### src/rtl/inst_queue_pkg.sv
// inst_queue_pkg: shared sizes and entry type for the fetch-to-decode instruction queue.
//   DEPTH  queue entries (power of two, >= 4)
//   PTR_W  head/tail pointer width, log2(DEPTH)
//   INST_W instruction width, ADDR_W pc width
package inst_queue_pkg;
    localparam int DEPTH  = 16;
    localparam int PTR_W  = 4;
    localparam int INST_W = 32;
    localparam int ADDR_W = 32;
    localparam int CNT_W  = PTR_W + 1;
    typedef struct packed {
        logic [INST_W-1:0] inst;
        logic [ADDR_W-1:0] pc;
    } iq_entry_t;
endpackage

### src/rtl/inst_queue.sv
// inst_queue: circular {inst, pc} FIFO between fetch and decode, flushed on ROB redirect.
//   clk, rst                  clock, synchronous active-high reset
//   rdy                       global ready; low freezes push/pop
//   if_valid/if_inst/if_pc    fetch write port
//   iq_full                   registered back-pressure to fetch
//   flush                     ROB redirect; discards every entry
//   iss_ready                 decode accepts the head entry
//   iss_valid/iss_inst/iss_pc head entry presented to decode
module inst_queue
    import inst_queue_pkg::*;
(
    input  logic              clk,
    input  logic              rst,
    input  logic              rdy,
    input  logic              if_valid,
    input  logic [INST_W-1:0] if_inst,
    input  logic [ADDR_W-1:0] if_pc,
    output logic              iq_full,
    input  logic              flush,
    input  logic              iss_ready,
    output logic              iss_valid,
    output logic [INST_W-1:0] iss_inst,
    output logic [ADDR_W-1:0] iss_pc
);
    localparam logic [CNT_W-1:0] FULL_CNT  = CNT_W'(DEPTH);
    localparam logic [CNT_W-1:0] SLACK_CNT = CNT_W'(DEPTH - 1);

    iq_entry_t        mem_q [DEPTH];
    logic [PTR_W-1:0] head_q, head_d, tail_q, tail_d;
    logic [CNT_W-1:0] count_q, count_d;
    logic             iq_full_q, iq_full_d, push, pop;

    assign iss_valid = (count_q != '0) & ~flush;
    assign iss_inst  = mem_q[head_q].inst;
    assign iss_pc    = mem_q[head_q].pc;
    assign iq_full   = iq_full_q;

    // Push acceptance uses the registered count, so a full queue refuses a push
    // even when a pop happens in the same cycle. Pointers wrap by truncation.
    always_comb begin
        push      = if_valid & rdy & ~flush & (count_q != FULL_CNT);
        pop       = iss_valid & iss_ready & rdy;
        head_d    = head_q + PTR_W'(pop);
        tail_d    = tail_q + PTR_W'(push);
        count_d   = count_q + CNT_W'(push) - CNT_W'(pop);
        // Raise one slot early so the strobe fetch already registered still fits.
        iq_full_d = rdy ? (count_d >= SLACK_CNT) : iq_full_q;
    end

    always_ff @(posedge clk) begin
        if (rst || flush) begin
            head_q    <= '0;
            tail_q    <= '0;
            count_q   <= '0;
            iq_full_q <= 1'b0;
        end else begin
            head_q    <= head_d;
            tail_q    <= tail_d;
            count_q   <= count_d;
            iq_full_q <= iq_full_d;
        end
    end

    always_ff @(posedge clk) begin
        if (push) mem_q[tail_q] <= '{inst: if_inst, pc: if_pc};
    end
endmodule
### config.mk
export PLATFORM = sky130hd
export DESIGN_NAME = inst_queue
export DESIGN_NICKNAME = d
export VERILOG_FILES = /design/src/rtl/inst_queue_pkg.sv /design/src/rtl/inst_queue.sv
export SDC_FILE = /design/constraint.sdc
export NUM_CORES = 1
export LEC_CHECK = 0
export ABC_AREA = 1
export BUFFER_PORTS_ARGS = -buffer_cell sky130_fd_sc_hd__buf_2
export CORE_ASPECT_RATIO = 0.6
export CORE_MARGIN = 5
export CORE_UTILIZATION = 25
export DETAILED_ROUTE_END_ITERATION = 8
export PLACE_DENSITY_LB_ADDON = 0.08
export REMOVE_ABC_BUFFERS = 1
export SYNTH_ARGS = -nofsm -noshare
export SYNTH_HDL_FRONTEND = slang
export SYNTH_SLANG_ARGS = --single-unit
export TNS_END_PERCENT = 1
### constraint.sdc
create_clock -name clk -period 4 [get_ports clk]
set_clock_uncertainty 0.2 [all_clocks]
set_input_delay 0.4 -clock clk [delete_from_list [all_inputs] [get_ports clk]]
set_output_delay 0.4 -clock clk [all_outputs]
set_load 0.02 [all_outputs]
==> impl_metrics.json <==
{
  "die_x_um": 555,
  "fin_crit_sh_pct": 89.3,
  "die_y_um": 337,
  "cp_max_fo": 100,
  "min_path_type": "in2reg",
  "drc": 0,
  "cp_top_family": "flip-flops",
  "switchingPower_mw": 4.85,
  "finalSetupViolCount": 0,
  "die-area_um2": 187000,
  "drt_iter0_drc": 1687,
  "clock-sinks": 1038,
  "placementRows": 119,
  "ant_nets": 0,
  "p_leak_nw": 17.4,
  "cts_setup_buffers": 0,
  "path_clk_slew_ns": 0.06,
  "syn_avg_cell_area_um2": 13.3,
  "ctsResizeCount": 0,
  "power_frac_clock_pct": 44.4,
  "cp.arrival_ns": 2.97,
  "dr.pass1.iters": 5,
  "ys.flop_type": "edfxtp_1",
  "layout-drive-gt1-share_pct": 22.0,
  "synthTopCellsByArea": "edfxtp_1 69%, nand3_1 4.5%, o211ai_2 4.3%",
  "hp-start": "iss_ready",
  "p_comb_share_pct": 2.1,
  "fillers": 17837,
  "ir_drop_uv": 334,
  "cp_num_buf_inv": 2,
  "yosysTopAreaCellShare_pct": 69.1,
  "grt_max_degree": 101,
  "worstMarginPinSlew_ns": 0.828,
  "slowest_delay_ns": 0.70,
  "gr-usage-all-layers_pct": 14.0,
  "cp-end-kind": "primary output",
  "h-tree-depth": 3,
  "min_period_ns": 3.57,
  "vias": 25511,
  "antenna_found_initial": 8,
  "drt-total-wl_mm": 132,
  "routedWlPerCell_um": 22.0,
  "seq_power_share_pct": 53.6,
  "crit_chain": "buf_12 > o211ai_1 > nand3_1 > nand3_1 > nand2_1 > buf_2",
  "rsz0062_at_grt": "no",
  "switching_share_pct": 21.7,
  "ios": 136,
  "critical-path-slowest-cell": "dfxtp_4",
  "async_flop_share_pct": 0,
  "yosysWarnings": 0,
  "reg2reg_from": "count_q[2]$_SDFF_PP0_",
  "fmax_mhz": 280,
  "syn_inst": 3349,
  "synthesis.area_um2": 44500,
  "yosysUniqueCellTypes": 27,
  "startpoint": "head_q[1]$_SDFF_PP0_",
  "max-slew-margin-rel_pct": 44.8,
  "grt-ovfl-total": 0,
  "critPathLaunchType": "flip-flop",
  "clockRootBuffer": "clkbuf_16",
  "clk_latency_ns": 0.70,
  "status": "finished clean",
  "slew_viol_final": 0,
  "place_hpwl_mm": 68.0,
  "crit_top_cell": "nand3_1",
  "cts_buffer_depth": 3,
  "grt_pass1_vias": 25251,
  "whs_ns": 0.100,
  "p_int_mw": 17.5,
  "area_delta_synth_final_pct": 16.3,
  "grt_pass1_wl_mm": 192,
  "final_hold_viol_count": 0,
  "synth_edf_count": 1024,
  "initial_core_util_pct": 25.3,
  "worst-setup-path-type": "reg2out",
  "p_per_area_nw_per_um2": 432,
  "ys_ff_latch": 1038,
  "gp_congestion": 0.672,
  "core_area_um2": 176000,
  "cts_tree": "done",
  "tns_ns": 0,
  "total_power_mw": 22.4,
  "synth_top_area_cell": "edfxtp_1",
  "vias_per_cell": 4.26,
  "port_buffers": 135,
  "cp.required_ns": 3.40,
  "nets": 3615,
  "seq_area_frac_synth_pct": 69.7,
  "cts_made_buffers": 111,
  "maxCapViolations": 0
}
## state kept, by name, indices dropped and copies added, names as in the netlist
name,count
head_q,4
tail_q,4
mem_q,1024
count_q,5
iq_full,1
## final timing paths
| check | end | slack (ns) | cells after the start |
|---|---|---|---|
| worst max-delay path | iss_inst[3] | 0.43 | 6 |
| worst min register to register | tail_q[3]$_SDFF_PP0_ | 0.35 | 2 |
| worst max register to register | mem_q[4][19]$_DFFE_PP_ | 1.24 | 8 |
| worst min-delay path | head_q[0]$_SDFF_PP0_ | 0.10 | 6 |
## final cells by class
class	instances	area [um2]	area share (%)
Multi-Input combinational cell	1557	9640	18.6
Clock inverter	64	467	0.902
Tap cell	2359	2950	5.70
Sequential cell	1038	31000	60.0
Inverter	541	2130	4.11
Timing Repair Buffer	285	2580	5.00
Clock buffer	146	2920	5.64
Antenna cell	4	10.0	0.0193
## what timing repair did
| item | CTS | global route |
|---|---|---|
| hold endpoints to repair | 1027 | 0 |
| setup endpoints to repair | 0 | 0 |
| hold buffers | 68 | 0 |
## per-stage QoR
| stage | setup slack [ns] | cell area (um2) | utilization, % | cells |
|---|---|---|---|---|
| after floorplan | -20.09 | 42700 | - | 3136 |
| after global placement | 1.18 | 47700 | 27.1 | 5712 |
| after detailed placement | 1.18 | 47700 | 27.1 | 5712 |
| after CTS | 0.401 | 51700 | 29.4 | 5990 |
| after global routing | 0.350 | 51700 | 29.4 | 5992 |
| final | 0.430 | 51700 | 29.4 | 5994 |
## Yosys cell counts, drive strengths merged (2+ instances only)
master     n
xnor2      2
o211ai   354
nand3    398
ha        10
nand4      2
nor2      32
buf      164
clkinv    60
clkbuf    49
edfxtp  1024
inv      481
o21ai    162
nand2    433
a21oi    162
dfxtp     14
## worst register-to-register path, cell delays in order, from the launching register on
cell and delay [ns]:
dfxtp_1 0.33, inv_1 0.06, ha_1 0.21, nand4_1 0.09, nand2_1 0.10, inv_2 0.13, nand3_1 0.31, nor2_4 0.68
buf_12 0.31
## cells in the final DEF, fill, tap and decap left out, drive strengths merged
| cell type | count |
|---|---|
| nor2 | 32 |
| buf | 217 |
| diode | 4 |
| fa | 1 |
| nand2 | 433 |
| xor2 | 1 |
| inv | 484 |
| a21oi | 162 |
| clkbuf | 146 |
| clkinvlp | 2 |
| dlygate4sd3 | 68 |
| dfxtp | 14 |
| nand3 | 398 |
| o21ai | 162 |
| clkinv | 115 |
| ha | 10 |
| edfxtp | 1024 |
| o211ai | 354 |
| nand4 | 2 |
| xnor2 | 2 |
| bufinv | 4 |
## layer usage
layer | share of wire (%) | track usage (%) | routed length [um] | up-vias
met4 | 1.5 | 2.52 | 2000 | 6
met2 | 43 | 21.0 | 57100 | 306
li1 | - | - | - | 12322
met1 | 52 | 21.2 | 68700 | 12739
met5 | 0.033 | 0 | 44 | -
met3 | 3.1 | 2.33 | 4060 | 138
## power by group through the flow
| stage | Clock (mW) | Sequential [mW] | Combinational, mW |
|---|---|---|---|
| 2_1_floorplan | 0 | 12.2 | 0.155 |
| 3_3_place_gp | 0 | 12.2 | 0.428 |
| 3_5_place_dp | 0 | 12.2 | 0.422 |
| 5_1_grt | 10.8 | 12.0 | 0.517 |
| 6_report | 9.92 | 12.0 | 0.462 |
| 4_1_cts | 10.3 | 12.0 | 0.484 |
## cells by family after synthesis
| kind of cell | after synthesis | share of synthesized area [%] |
|---|---|---|
| AO/OA/AOI/OAI | 678 | 11.9 |
| XOR/XNOR | 3 | 0.0591 |
| AND/OR/NAND/NOR | 865 | 9.16 |
| adder cells (fa/ha/maj) | 11 | 0.326 |
| flip-flops | 1038 | 69.7 |
| buffers and inverters | 754 | 8.88 |
(Power assumes the default switching activity.)
